`src/rtl/wb_dma_master.sv`:
```
// Word-copy DMA engine, Wishbone B3 classic-cycle initiator.
// Each word is one read access followed by one write access. All outputs
// are registered. The transfer stops early on a responder error or when
// an access has waited too long for ack.
module wb_dma_master #(
  parameter int unsigned TIMEOUT = 255,
  parameter int unsigned LEN_W   = 16
) (
  input  logic             wb_clk_i,
  input  logic             wb_rst_n_i,
  input  logic             start_i,
  input  logic [31:0]      src_addr_i,
  input  logic [31:0]      dst_addr_i,
  input  logic [LEN_W-1:0] len_i,
  output logic             busy_o,
  output logic             done_o,
  output logic             err_o,
  output logic [LEN_W-1:0] xfer_cnt_o,
  output logic [31:0]      wb_adr_o,
  output logic [31:0]      wb_dat_o,
  input  logic [31:0]      wb_dat_i,
  output logic [3:0]       wb_sel_o,
  output logic             wb_we_o,
  output logic             wb_cyc_o,
  output logic             wb_stb_o,
  input  logic             wb_ack_i,
  input  logic             wb_err_i
);

  localparam logic [1:0] S_IDLE = 2'd0;
  localparam logic [1:0] S_RD   = 2'd1;
  localparam logic [1:0] S_WR   = 2'd2;
  localparam logic [1:0] S_DONE = 2'd3;

  // Counter must be able to hold TIMEOUT-1 stalled cycles.
  localparam int unsigned TW = (TIMEOUT < 2) ? 1 : $clog2(TIMEOUT + 1);

  logic [1:0]       state;
  logic [31:0]      src_q;
  logic [31:0]      dst_q;
  logic [LEN_W-1:0] len_q;
  logic [TW-1:0]    tmo_q;
  logic [LEN_W-1:0] xfer_next;
  logic             tmo_hit;
  logic             abort;

  // tmo_q counts stalled cycles already spent in this access; the current
  // stalled cycle is the TIMEOUT-th one when tmo_q equals TIMEOUT-1.
  assign tmo_hit   = (TIMEOUT != 0) && (32'(tmo_q) == TIMEOUT - 1);
  // Error has priority over a simultaneous ack.
  assign abort     = wb_err_i || (!wb_ack_i && tmo_hit);
  assign xfer_next = xfer_cnt_o + 1'b1;

  // Control FSM plus registered bus outputs and transfer bookkeeping.
  // NOTE: sequential state uses non-blocking assignments only, so every
  // register samples the pre-edge value of every other register; the async
  // reset branch releases the bus without waiting for a clock edge.
  always_ff @(posedge wb_clk_i or negedge wb_rst_n_i) begin
    if (!wb_rst_n_i) begin
      state      <= S_IDLE;
      src_q      <= '0;
      dst_q      <= '0;
      len_q      <= '0;
      tmo_q      <= '0;
      busy_o     <= 1'b0;
      done_o     <= 1'b0;
      err_o      <= 1'b0;
      xfer_cnt_o <= '0;
      wb_adr_o   <= '0;
      wb_dat_o   <= '0;
      wb_sel_o   <= '0;
      wb_we_o    <= 1'b0;
      wb_cyc_o   <= 1'b0;
      wb_stb_o   <= 1'b0;
    end else begin
      done_o <= 1'b0;
      case (state)
        S_IDLE: begin
          if (start_i) begin
            // Word alignment: low address bits are simply masked off.
            src_q      <= src_addr_i & 32'hFFFF_FFFC;
            dst_q      <= dst_addr_i & 32'hFFFF_FFFC;
            len_q      <= len_i;
            err_o      <= 1'b0;
            xfer_cnt_o <= '0;
            tmo_q      <= '0;
            if (len_i == '0) begin
              state  <= S_DONE;
              done_o <= 1'b1;
            end else begin
              state    <= S_RD;
              busy_o   <= 1'b1;
              wb_cyc_o <= 1'b1;
              wb_stb_o <= 1'b1;
              wb_sel_o <= 4'b1111;
              wb_we_o  <= 1'b0;
              wb_adr_o <= src_addr_i & 32'hFFFF_FFFC;
            end
          end
        end

        S_RD, S_WR: begin
          if (abort) begin
            state    <= S_DONE;
            err_o    <= 1'b1;
            done_o   <= 1'b1;
            busy_o   <= 1'b0;
            wb_cyc_o <= 1'b0;
            wb_stb_o <= 1'b0;
            wb_we_o  <= 1'b0;
            wb_sel_o <= '0;
          end else if (wb_ack_i) begin
            tmo_q <= '0;
            if (state == S_RD) begin
              // Read data goes straight into the write-data register and
              // the write access follows with cyc held high.
              state    <= S_WR;
              wb_dat_o <= wb_dat_i;
              wb_we_o  <= 1'b1;
              wb_adr_o <= dst_q;
            end else begin
              xfer_cnt_o <= xfer_next;
              src_q      <= src_q + 32'd4;
              dst_q      <= dst_q + 32'd4;
              if (xfer_next == len_q) begin
                state    <= S_DONE;
                done_o   <= 1'b1;
                busy_o   <= 1'b0;
                wb_cyc_o <= 1'b0;
                wb_stb_o <= 1'b0;
                wb_we_o  <= 1'b0;
                wb_sel_o <= '0;
              end else begin
                state    <= S_RD;
                wb_we_o  <= 1'b0;
                wb_adr_o <= src_q + 32'd4;
              end
            end
          end else begin
            tmo_q <= tmo_q + 1'b1;
          end
        end

        S_DONE: state <= S_IDLE;

        default: state <= S_IDLE;
      endcase
    end
  end

endmodule
```
`config.mk`:
```
export PLATFORM = sky130hd
export DESIGN_NAME = wb_dma_master
export DESIGN_NICKNAME = d
export VERILOG_FILES = /design/src/rtl/wb_dma_master.sv
export SDC_FILE = /design/constraint.sdc
export NUM_CORES = 1
export LEC_CHECK = 0
export ABC_AREA = 1
export BUFFER_PORTS_ARGS = -buffer_cell sky130_fd_sc_hd__buf_2
export CAP_MARGIN = 40
export CORE_MARGIN = 10
export CORE_UTILIZATION = 50
export CTS_CLUSTER_DIAMETER = 100
export DETAILED_ROUTE_END_ITERATION = 6
export GPL_ROUTABILITY_DRIVEN = 0
export PLACE_DENSITY = 0.74
export SYNTH_ARGS = -nofsm -noshare
export SYNTH_HDL_FRONTEND = slang
export SYNTH_SLANG_ARGS = --single-unit
```
`constraint.sdc`:
```
create_clock -name wb_clk_i -period 5.8 [get_ports wb_clk_i]
set_input_delay 1.16 -clock wb_clk_i [delete_from_list [all_inputs] [get_ports wb_clk_i]]
set_output_delay 1.16 -clock wb_clk_i [all_outputs]
set_load 0.03 [all_outputs]
```
; After elaboration in Yosys (flattened, before gate mapping)
; Index checks and enable logic that the tools add are counted.
[word_totals]
n_memories = 0
input_bits = 117
latch_bits = 0
output_inout_bits = 90
elab_cells = 112
rom_bits = 0
ff_bits = 178
ramBits = 0
[op_classes]
n_addsub = 4
multipliers = 0
n_shift = 0
reduce_logical = 16
n_mux = 63
n_bitwise = 1
eq_ne = 15
div_mod_pow = 0
n_lt_le_gt_ge = 0
[op_table]
columns = operator, n
row1 = $mux 32, 14
row2 = $pmux 32 s2, 3
row3 = $add 32x3->32 const B, 2
row4 = $mux 16, 4
row5 = $pmux 16 s2, 1
row6 = $mux 4, 6
row7 = $mux 8, 3
row8 = $mux 1, 19
row9 = $add 16x1->16 const B, 1
row10 = $eq 16x16->1, 1
row11 = $logic_not 16->1, 1
row12 = $pmux 8 s2, 1
row13 = $mux 2, 6
row14 = $ne 2x2->1 const B, 6
row15 = $ne 3x3->1 const B, 4
row16 = $reduce_and 6->1, 2
row17 = $add 8x1->8 const B, 1
row18 = $eq 8x8->1 const B, 1
row19 = $pmux 1 s2, 4
row20 = $pmux 4 s2, 1
row21 = $reduce_and 4->1, 2
row22 = $pmux 2 s3, 1
row23 = $reduce_and 3->1, 2
row24 = $reduce_and 5->1, 1
row25 = 10 further kinds, 12

; Logic depth before layout (Yosys ltp)
[logic_depth]
word_depth = 7
mapped_depth = 17

; Worst setup path after synthesis
; Ideal clock, no wire load.
[synth_path]
kind = input to register
from = input wb_ack_i
to = register src_q[14]
stages = 13
t_arrival_ns = 2.362
setup_ns = 0.133
path_slack_ns = 3.306
required_ns = 5.667
path_cell_list = nor2_1 nand4_1 nand2_1 nand2_1 nand2_1 inv_1 nand2_1 inv_1 clkbuf_1 buf_2 nand2_1 a21oi_1 a21oi_1
[synth_via]
elab_chain_cells = 5
word_cells_on_any_way = 6
[synth_rtl]
columns = item, line_no
row1 = "start, declared", 26  ; input logic wb_ack_i,
row2 = $logic_not 1->1, 51  ; assign abort = wb_err_i || (!wb_ack_i && tmo_hit);
row3 = $logic_and 1x1->1, 51
row4 = $logic_or 1x1->1, 51
row5 = $ne 2x2->1 (no line), -
row6 = $reduce_and 5->1 (no line) *, -
row7 = "end signal, assigned", 81  ; src_q <= src_addr_i & 32'hFFFF_FFFC;
row8 = "end signal, assigned", 123  ; src_q <= src_q + 32'd4;
row9 = "end, declared", 39  ; logic [31:0] src_q;
; Mark *: on every way between the ends. The rest lies on a longest branch, timed or not.
; A chain may end at the register's enable or synchronous reset.

; Worst setup path in the final report
[layout_path]
from = register xfer_cnt_o[1]
to = register wb_adr_o[18]
[layout_via]
elab_chain_cells = 4
[layout_rtl]
columns = item, line_no
row1 = "start, declared", 18  ; output logic [LEN_W-1:0] xfer_cnt_o,
row2 = "start signal, assigned", 122  ; xfer_cnt_o <= xfer_next;
row3 = $add 16x1->16, 52  ; assign xfer_next = xfer_cnt_o + 1'b1;
row4 = $eq 16x16->1, 125  ; if (xfer_next == len_q) begin
row5 = $ne 3x3->1 (no line), -
row6 = $reduce_and 6->1 (no line), -
row7 = "end signal, assigned", 97  ; wb_adr_o <= src_addr_i & 32'hFFFF_FFFC;
row8 = "end signal, assigned", 120  ; wb_adr_o <= dst_q;
row9 = "end signal, assigned", 136  ; wb_adr_o <= src_q + 32'd4;
row10 = "end, declared", 19  ; output logic [31:0] wb_adr_o,
; Every way passes these cells.

==> results_dict.tcl <==
set metrics [dict create \
    fin_ws_ns 2.329 \
    synth_edf_count 0 \
    final_antenna_net_count 0 \
    finalCritPeriodShare_pct 59.84 \
    clock-root-buffer "clkbuf_16" \
    cts_sinks 169 \
    rows 51 \
    grt_pass1_vias 9546 \
    syn_nets 1479 \
    num_vias 9645 \
    dp.cells 1765 \
    ctsHoldBuffers 0 \
    overflow 0 \
    seq_power_share_pct 28.7 \
    die-area_um2 26020 \
    crit_fanout 32 \
    clock_path_buffers 2 \
    clkPwrFrac_pct 14.8 \
    critPathKind "flop to flop" \
    grt_use_total_pct 22.63 \
    tns_ns 0 \
    drive_above_1_share_pct 19.58 \
    yosysMostFrequentCell "nand2_1" \
    async_flop_share_pct 100.0 \
    synth_cell_types 43 \
    dp_worst_setup_slack_ns 2.170 \
    endpoint_kind "flop" \
    core_area_um2 19530 \
    clkLatencyLatePin_ns 0.44 \
    ios 207 \
    finClkSkew_ns 0.01302 \
    yosysTopAreaCellShare_pct 42.37 \
    fill_cells 1847 \
    ys_warn_count 0 \
    ys_top_cells_by_area "dfrtp_1, nand2_1, o21ai_0" \
    seq_area_frac_synth_pct 42.37 \
    die_y_um 161.3 \
    p_switching_mw 3.948 \
    cts_max_level 4 \
    ys_seq_elements 169 \
    power_leakage_nw 5.850 \
    syn_to_final_growth_pct 17.07 \
    status "complete, no violations" \
    slew_violations 0 \
    wl_um 29710 \
    grt_pass1_wl_um 47960 \
    dp_hpwl_um 21760 \
    cap_violations 0 \
    p_int_mw 3.576 \
    setup_viol 0 \
    relSlewSlack_pct 40.32 \
    hold_path_class "flop to flop" \
    start_util_pct 51.12 \
    antenna_found_initial 0 \
    worstPathArrival_ns 3.84 \
    wl_per_cell_um 16.53 \
    clk_pin_slew_ns 0.07 \
    cp.required_ns 6.17 \
    p_comb_share_pct 56.5 \
    synth_area_per_cell_um2 7.383 \
    cts_buffers 17 \
    rsz0062_at_grt "false" \
    drtIter0Drc 858 \
    netlist_area_um2 9982 \
    grt_max_degree 82 \
    final_cells 1797 \
    io_buffers 202 \
    drc 0 \
    tightest_slew_ns 0.8952 \
    cts_setup_buffers 0 \
    timing.fmax_mhz 288.1 \
    final_net_count 1646 \
    hold_violations 0 \
    power_mw 7.524 \
    diodes 0 \
    swShare_pct 52.47 \
    start_kind "flop" \
    syn_inst 1352 \
    die_x_um 161.3 \
    synth_ff_type "dfrtp_1" \
    cts_tree "built" \
    synth.largest_area_cell "dfrtp_1" \
    vias_per_cell 5.367 \
    period_minus_slack_ns 3.471 \
    first_pass_iters 6 \
    synthTopCellsByCount "nand2_1, dfrtp_1, inv_1, o21ai_0, nor2_1" \
    p_per_area_nw_per_um2 643.9 \
    peakVddDrop_mv 0.4752 \
    post_cts_resized 0 \
]
## per-layer routing
metal | vias to the layer above | part of all wire, % | global-route usage (%)
li1 | 4737 | - | -
met1 | 4503 | 41 | 27.22
met4 | 0 | 3.2 | 9.098
met5 | - | 0 | 0
met3 | 50 | 7.9 | 6.533
met2 | 355 | 48 | 37.37
## final timing paths
kind,depth (start not counted),slack [ns],start,to
setup / recovery,15,2.33,xfer_cnt_o[1],wb_adr_o[18]
hold / removal,2,0.47,wb_adr_o[3],wb_adr_o[3]
setup reg to reg,15,2.33,xfer_cnt_o[1],wb_adr_o[18]
hold reg to reg,2,0.47,wb_adr_o[3],wb_adr_o[3]
max in group asynchronous,2,3.93,wb_rst_n_i,wb_adr_o[17]
min in group asynchronous,1,0.69,wb_rst_n_i,src_q[9]
## worst max-delay path, stage by stage, from the launching register on
cell and delay [ns]:
dfrtp_1 0.44, ha_1 0.27, nand3_2 0.14, nor2_2 0.21, nand3_1 0.11, nand2_1 0.11
nand3_1 0.08, nand2_1 0.08, nand2_1 0.06, nor2_1 0.14, nand2_1 0.08, nor2_2 0.20
nand3_2 0.55, nand2_2 0.70, nand2_1 0.13, nand2_1 0.09
## power groups by stage
stage               Clock, mW  Sequential (mW)  Combinational (mW)
detailed placement          0             2.17                4.22
global placement            0             2.15                4.14
global route             1.18             2.24                4.72
floorplan                   0             2.59                2.60
finish                   1.11             2.16                4.25
CTS                      1.13             2.15                4.24
## per-stage QoR
| step | util, % | instance area (um2) | hold slack (ns) |
|---|---|---|---|
| after floorplan | - | 9982 | 0.4661 |
| after global placement | 56.97 | 11120 | 0.4508 |
| after detailed placement | 56.97 | 11120 | 0.4543 |
| after CTS | 59.85 | 11690 | 0.4706 |
| after global routing | 59.85 | 11690 | 0.4832 |
| final | 59.85 | 11690 | 0.4685 |
## layout by cell type, fill, tap and decap left out, drive strengths merged, types with 10 or more instances in the layout
master  instances
inv           141
mux2           33
o21ai         135
nand2         393
ha             10
dfrtp         169
nor2          125
buf           212
xor2           34
clkbuf         18
nand4          24
o22ai          11
nor3           18
o211ai         14
nand3         109
a21oi          44
## registers in the layout (all words and copies together) (netlist names)
register    count
len_q          16
wb_dat_o       32
tmo_q           8
err_o           1
src_q          30
dst_q          30
wb_sel_o        1
wb_adr_o       31
xfer_cnt_o     16
wb_we_o         1
state           2
done_o          1
## cell families after synthesis
| logic type | share of synthesized area, % |
|---|---|
| fa+ha+maj | 1.253 |
| compound gates | 12.06 |
| buf+inv | 7.934 |
| xor+xnor | 3.836 |
| flops | 42.37 |
| simple gates | 28.73 |
| mux | 3.823 |
## cell type report
class | instances | area [um2] | share of cell area, %
clock buffers | 18 | 429.2 | 3.672
clock inverters | 14 | 132.6 | 1.135
well taps | 265 | 331.6 | 2.837
repair buffers | 212 | 1092 | 9.347
inverters | 132 | 495.5 | 4.240
multi-input cells | 987 | 4976 | 42.58
flip-flops and latches | 169 | 4229 | 36.19
Note: power is estimated with default switching activity, not from simulation.
